`src/rtl/gen_speed_switch_ctrl.sv`:
```
// Sequences gen_speed changes: quiesce datapath, reset divider, apply new speed, settle, release.
// All outputs registered; requests handshake on speed_req_valid/speed_req_ready and are dropped while not ready.
module gen_speed_switch_ctrl #(
  parameter int         RST_CYCLES    = 4,
  parameter int         SETTLE_CYCLES = 256,
  parameter int         DRAIN_TIMEOUT = 1024,
  parameter logic [1:0] RESET_SPEED   = 2'b00
) (
  input  logic       local_clk,
  input  logic       rst,
  input  logic       speed_req_valid,
  input  logic [1:0] speed_req,
  output logic       speed_req_ready,
  input  logic       datapath_idle,
  output logic       datapath_hold,
  output logic [1:0] gen_speed,
  output logic       div_rst_n,
  output logic       clk_stable,
  output logic       change_done,
  output logic       change_err
);

  typedef enum logic [2:0] {
    INIT   = 3'd0,
    IDLE   = 3'd1,
    DRAIN  = 3'd2,
    RESET  = 3'd3,
    SETTLE = 3'd4,
    DONE   = 3'd5
  } state_t;

  localparam logic [15:0] RST_LAST    = 16'(RST_CYCLES - 1);
  localparam logic [15:0] SETTLE_LAST = 16'(SETTLE_CYCLES - 1);
  localparam logic [15:0] DRAIN_LAST  = 16'(DRAIN_TIMEOUT - 1);

  state_t      state, state_nxt;
  logic [15:0] cnt, cnt_nxt;
  logic [1:0]  target, target_nxt;
  logic [1:0]  gen_speed_nxt;
  logic        via_chg, via_chg_nxt;
  logic        done_nxt, err_nxt;
  logic        ready_nxt, hold_nxt, div_rst_n_nxt, clk_stable_nxt;

  always_comb begin
    state_nxt     = state;
    cnt_nxt       = cnt + 16'd1;
    target_nxt    = target;
    gen_speed_nxt = gen_speed;
    via_chg_nxt   = via_chg;
    done_nxt      = 1'b0;
    err_nxt       = 1'b0;
    case (state)
      INIT: begin
        if (cnt == RST_LAST) begin
          state_nxt = SETTLE;
          cnt_nxt   = '0;
        end
      end
      IDLE: begin
        cnt_nxt = '0;
        if (speed_req_valid && speed_req_ready) begin
          if (speed_req == 2'b11) begin
            err_nxt = 1'b1;
          end else if (speed_req == gen_speed) begin
            done_nxt = 1'b1;
          end else begin
            target_nxt = speed_req;
            state_nxt  = DRAIN;
          end
        end
      end
      DRAIN: begin
        // idle on the final timeout cycle still wins over the abort
        if (datapath_idle) begin
          state_nxt     = RESET;
          cnt_nxt       = '0;
          gen_speed_nxt = target;
          via_chg_nxt   = 1'b1;
        end else if (cnt == DRAIN_LAST) begin
          state_nxt = IDLE;
          cnt_nxt   = '0;
          err_nxt   = 1'b1;
        end
      end
      RESET: begin
        if (cnt == RST_LAST) begin
          state_nxt = SETTLE;
          cnt_nxt   = '0;
        end
      end
      SETTLE: begin
        if (cnt == SETTLE_LAST) begin
          state_nxt = DONE;
          cnt_nxt   = '0;
          done_nxt  = via_chg;
        end
      end
      DONE: begin
        state_nxt   = IDLE;
        cnt_nxt     = '0;
        via_chg_nxt = 1'b0;
      end
      default: begin
        state_nxt = INIT;
        cnt_nxt   = '0;
      end
    endcase
  end

  // Level outputs are decoded from the next state so they register alongside it.
  always_comb begin
    ready_nxt      = (state_nxt == IDLE);
    hold_nxt       = (state_nxt != IDLE);
    div_rst_n_nxt  = !((state_nxt == INIT) || (state_nxt == RESET));
    clk_stable_nxt = (state_nxt == IDLE) || (state_nxt == DRAIN) || (state_nxt == DONE);
  end

  always_ff @(posedge local_clk or negedge rst) begin
    if (!rst) begin
      state           <= INIT;
      cnt             <= '0;
      target          <= RESET_SPEED;
      via_chg         <= 1'b0;
      gen_speed       <= RESET_SPEED;
      div_rst_n       <= 1'b0;
      datapath_hold   <= 1'b1;
      clk_stable      <= 1'b0;
      speed_req_ready <= 1'b0;
      change_done     <= 1'b0;
      change_err      <= 1'b0;
    end else begin
      state           <= state_nxt;
      cnt             <= cnt_nxt;
      target          <= target_nxt;
      via_chg         <= via_chg_nxt;
      gen_speed       <= gen_speed_nxt;
      div_rst_n       <= div_rst_n_nxt;
      datapath_hold   <= hold_nxt;
      clk_stable      <= clk_stable_nxt;
      speed_req_ready <= ready_nxt;
      change_done     <= done_nxt;
      change_err      <= err_nxt;
    end
  end

endmodule

```
`config.mk`:
```
export PLATFORM = sky130hd
export DESIGN_NAME = gen_speed_switch_ctrl
export DESIGN_NICKNAME = d
export VERILOG_FILES = /design/src/rtl/gen_speed_switch_ctrl.sv
export SDC_FILE = /design/constraint.sdc
export NUM_CORES = 1
export LEC_CHECK = 0
export CAP_MARGIN = 20
export CORE_MARGIN = 5
export CORE_UTILIZATION = 35
export CTS_BUF_LIST = sky130_fd_sc_hd__clkbuf_2
export DETAILED_ROUTE_END_ITERATION = 10
export PLACE_DENSITY = 0.6
export SLEW_MARGIN = 20
export SYNTH_ARGS = -nofsm -noshare
export SYNTH_HDL_FRONTEND = slang
export SYNTH_SLANG_ARGS = --single-unit
```
`constraint.sdc`:
```
create_clock -name local_clk -period 4.2 [get_ports local_clk]
set_input_delay 0.63 -clock local_clk [delete_from_list [all_inputs] [get_ports local_clk]]
set_output_delay 0.63 -clock local_clk [all_outputs]
set_load 0.005 [all_outputs]
```
==> impl_metrics.csv <==
group,metric,value,unit
run_status,outcome,"finished, final reports clean",
run,drv_cap,0,
worst_setup_path,slowest_stage,"a211oi_2",
power_and_ir_drop,powerDensity,553.1,nW/um^2
worst_setup_path,critical_path.max_fanout,16,
worst_setup_path,max_stage_delay,810,ps
sta,drv_slew,0,
drt,ant_nets,0,
synthesis,ys_seq_area_share,50.72,%
floorplanning,core_area,4058,sq um
floorplanning,die_y,75.09,um
worst_setup_path,start_kind,"flop",
sta,finalCritPeriodShare,68.90,%
sta,relSlewSlack,36.97,%
sta,worst_pin_slew,943.7,ps
grt,antenna_found_initial,0,
clocking,post_cts_resized,0,
grt,grt_max_degree,31,
floorplanning,start_util,36.54,%
synthesis,synth_top_area_share,48.95,%
clocking,cts_max_path_buffers,2,
layout,postLayoutCellArea,1715,sq um
grt,grt_pass1_wl,5.099,mm
drt,vias,1069,
synthesis,syn_inst,142,
clocking,ctsHoldBuffers,0,
floorplanning,rows,23,
place,dpl_cell_area,1674,sq um
worst_setup_path,critPathKind,"reg -> reg",
clocking,cts_post_setup_buffers_inserted,0,
sta,worst_slack,1306,ps
synthesis,yosysUniqueCellTypes,38,
clocking,cts_tree,"yes",
hold_path,hp-class,"reg -> reg",
sta,hold_viol,0,
sta,setup_viol,0,
clocking,insertion_delay,380,ps
floorplanning,dieArea,5638,sq um
synthesis,ys_warn_count,0,
drt,drt-initial-drc-count,30,
synthesis,syn_avg_cell_area,10.44,sq um
place,gp_congestion,0.8239,
drt,wl_per_cell,13.35,um
worst_setup_path,path_delay_family,"simple AND/OR/NAND/NOR gates",
drt,via_per_inst,5.042,
worst_setup_path,critPathBufInv,0,
place,pre_cts_slack,1272,ps
synthesis,syn_area,1483,sq um
worst_setup_path,crit_arrival,3130,ps
clocking,cts.sinks,30,
sta,tns,0,ps
grt,track_usage,12.30,%
sta,fmax,345.6,MHz
worst_setup_path,endpoint_kind,"flop",
layout,fillers,384,
drt,first_pass_iters,4,
drt,routed_wl,2.831,mm
clocking,htree_levels,2,
worst_setup_path,critPathRequiredTime,4440,ps
layout,layout.nets,168,
synthesis,synth_fp_nets,149,
layout,drive_gt1_share,13.58,%
floorplanning,fp.dieW,75.09,um
floorplanning,num_io_pins,14,
sta,period_minus_slack,2894,ps
power_and_ir_drop,p_leak,0.7196,nW
sta,fin_worst_skew,19.16,ps
grt,overflow,0,
clocking,clk_pin_slew,150,ps
synthesis,synth_area_leaders,"dfrtp_1 (49%), nor2_1 (6.3%), xor2_1 (5.9%)",
power_and_ir_drop,p_total,0.9489,mW
drt,drc,0,
clocking,clockRootBuffer,"clkbuf_2",
synthesis,ys_ff_latch,30,
layout,diodes,0,
worst_setup_path,cp_cell_sequence,"ha_1, or4bb_1, nor4_1, nor3_1, a211oi_2, nor2_1",
clocking,numCtsBuffers,5,
sta,rsz0062_at_grt,"false",
power_and_ir_drop,ir_drop,0.0001891,V
layout,area_growth,15.70,%
place,port_buffers,13,
grt,grt_pass1_vias,1121,
place,dp_hpwl,2.034,mm
synthesis,yosysTopAreaCell,"dfrtp_1",
[through the flow]
step | instances | util [%] | hold slack, ps
4_1_cts | 212 | 42.28 | 502.0
3_3_place_gp | 204 | 41.26 | 468.5
3_5_place_dp | 204 | 41.26 | 483.3
5_1_grt | 212 | 42.28 | 544.9
6_report | 212 | 42.28 | 507.1
2_1_floorplan | 142 | - | 334.4
[power by group]
| group | internal [mW] | total [mW] | leakage, nW | switching (mW) |
|---|---|---|---|---|
| registers | 0.356 | 0.414 | 0.394 | 0.0584 |
| clock network | 0.0379 | 0.142 | 0.0264 | 0.104 |
| logic | 0.189 | 0.393 | 0.299 | 0.204 |
| total | 0.582 | 0.949 | 0.720 | 0.367 |
[cells in the mapped netlist, drive strengths merged]
cell type / instances
nor2b: 5
ha: 1
xor2: 10
mux2: 4
o31ai: 2
or3: 2
a31o: 1
buf: 1
nor3: 4
dfrtp: 29
or4: 3
a21oi: 1
a211oi: 1
nand4: 3
nand3: 8
nand2: 10
and3: 1
and3b: 1
or4b: 1
clkbuf: 1
nand2b: 4
o2111ai: 1
o21ai: 3
a22o: 1
nor2: 25
nor4: 3
xnor2: 8
or4bb: 1
and2: 1
or3b: 1
dfstp: 1
or2: 1
inv: 2
o211ai: 1
[path summary, 6_finish.rpt]
path	startpoint	end	slack, ps	cells past startpoint
worst max-delay path	cnt[0]$_DFF_PN0_	cnt[11]$_DFF_PN0_	1310	6
worst min-delay path	cnt[0]$_DFF_PN0_	cnt[0]$_DFF_PN0_	510	1
worst max register to register	cnt[0]$_DFF_PN0_	cnt[11]$_DFF_PN0_	1310	6
worst min register to register	cnt[0]$_DFF_PN0_	cnt[0]$_DFF_PN0_	510	1
max in group asynchronous	rst	datapath_hold$_DFF_PN1_	3270	2
min in group asynchronous	rst	change_done$_DFF_PN0_	610	2
[cells by family (layout without fill, tap and decap cells)]
logic type	after synthesis	after routing	synth area share, %
AOI/OAI and AO/OA	11	11	6.413
DFF	30	30	50.72
adders and majority gates	1	1	0.8437
xor gates and xnor gates	18	18	10.63
and+or+nand+nor	74	74	27.26
buffers and inverters	4	24	1.097
muxes	4	4	3.038
[registers in the layout, summed over array words and instances, names as in the netlist]
name and flops:
state 3, cnt 16, change_err 1, via_chg 1, div_rst_n 1, clk_stable 1
speed_req_ready 1, change_done 1, datapath_hold 1, target 2, gen_speed 2
[layout by cell type, fill, tap and decap left out, types with 5 or more instances in the layout]
cell type / netlist / layout
xnor2_1: 8 / 8
clkdlybuf4s50_1: 0 / 13
xor2_1: 10 / 10
clkbuf_2: 0 / 5
nor2_1: 25 / 25
nand2_1: 10 / 10
nor2b_1: 5 / 5
dfrtp_1: 29 / 29
nand3_1: 8 / 8
[worst register-to-register path, delay by kind of cell, from the launching register on]
family | cells | cell delay [ps]
adders and majority gates | 1 | 290
and+or+nand+nor | 4 | 1250
DFF | 1 | 420
AOI/OAI and AO/OA | 1 | 810
[metal layers]
layer	part of all wire (%)	vias up	wire [um]	track usage, %
met5	0	-	0	0
met4	2.2	0	62	5.929
met2	48	22	1348	19.92
met3	5.6	8	158	4.139
li1	-	535	-	-
met1	45	504	1262	14.62
[final cells by class]
cell class	instances	area [sq um]	share of cell area (%)
timing repair buffer	14	137.6	8.023
clock buffer	5	25.02	1.459
clock inverter	3	16.27	0.9482
inverter	2	7.507	0.4376
multi-input combinational	108	714.4	41.65
tap	50	62.56	3.647
sequential	30	752.0	43.84
No activity file was read; power rests on OpenSTA's default activity.
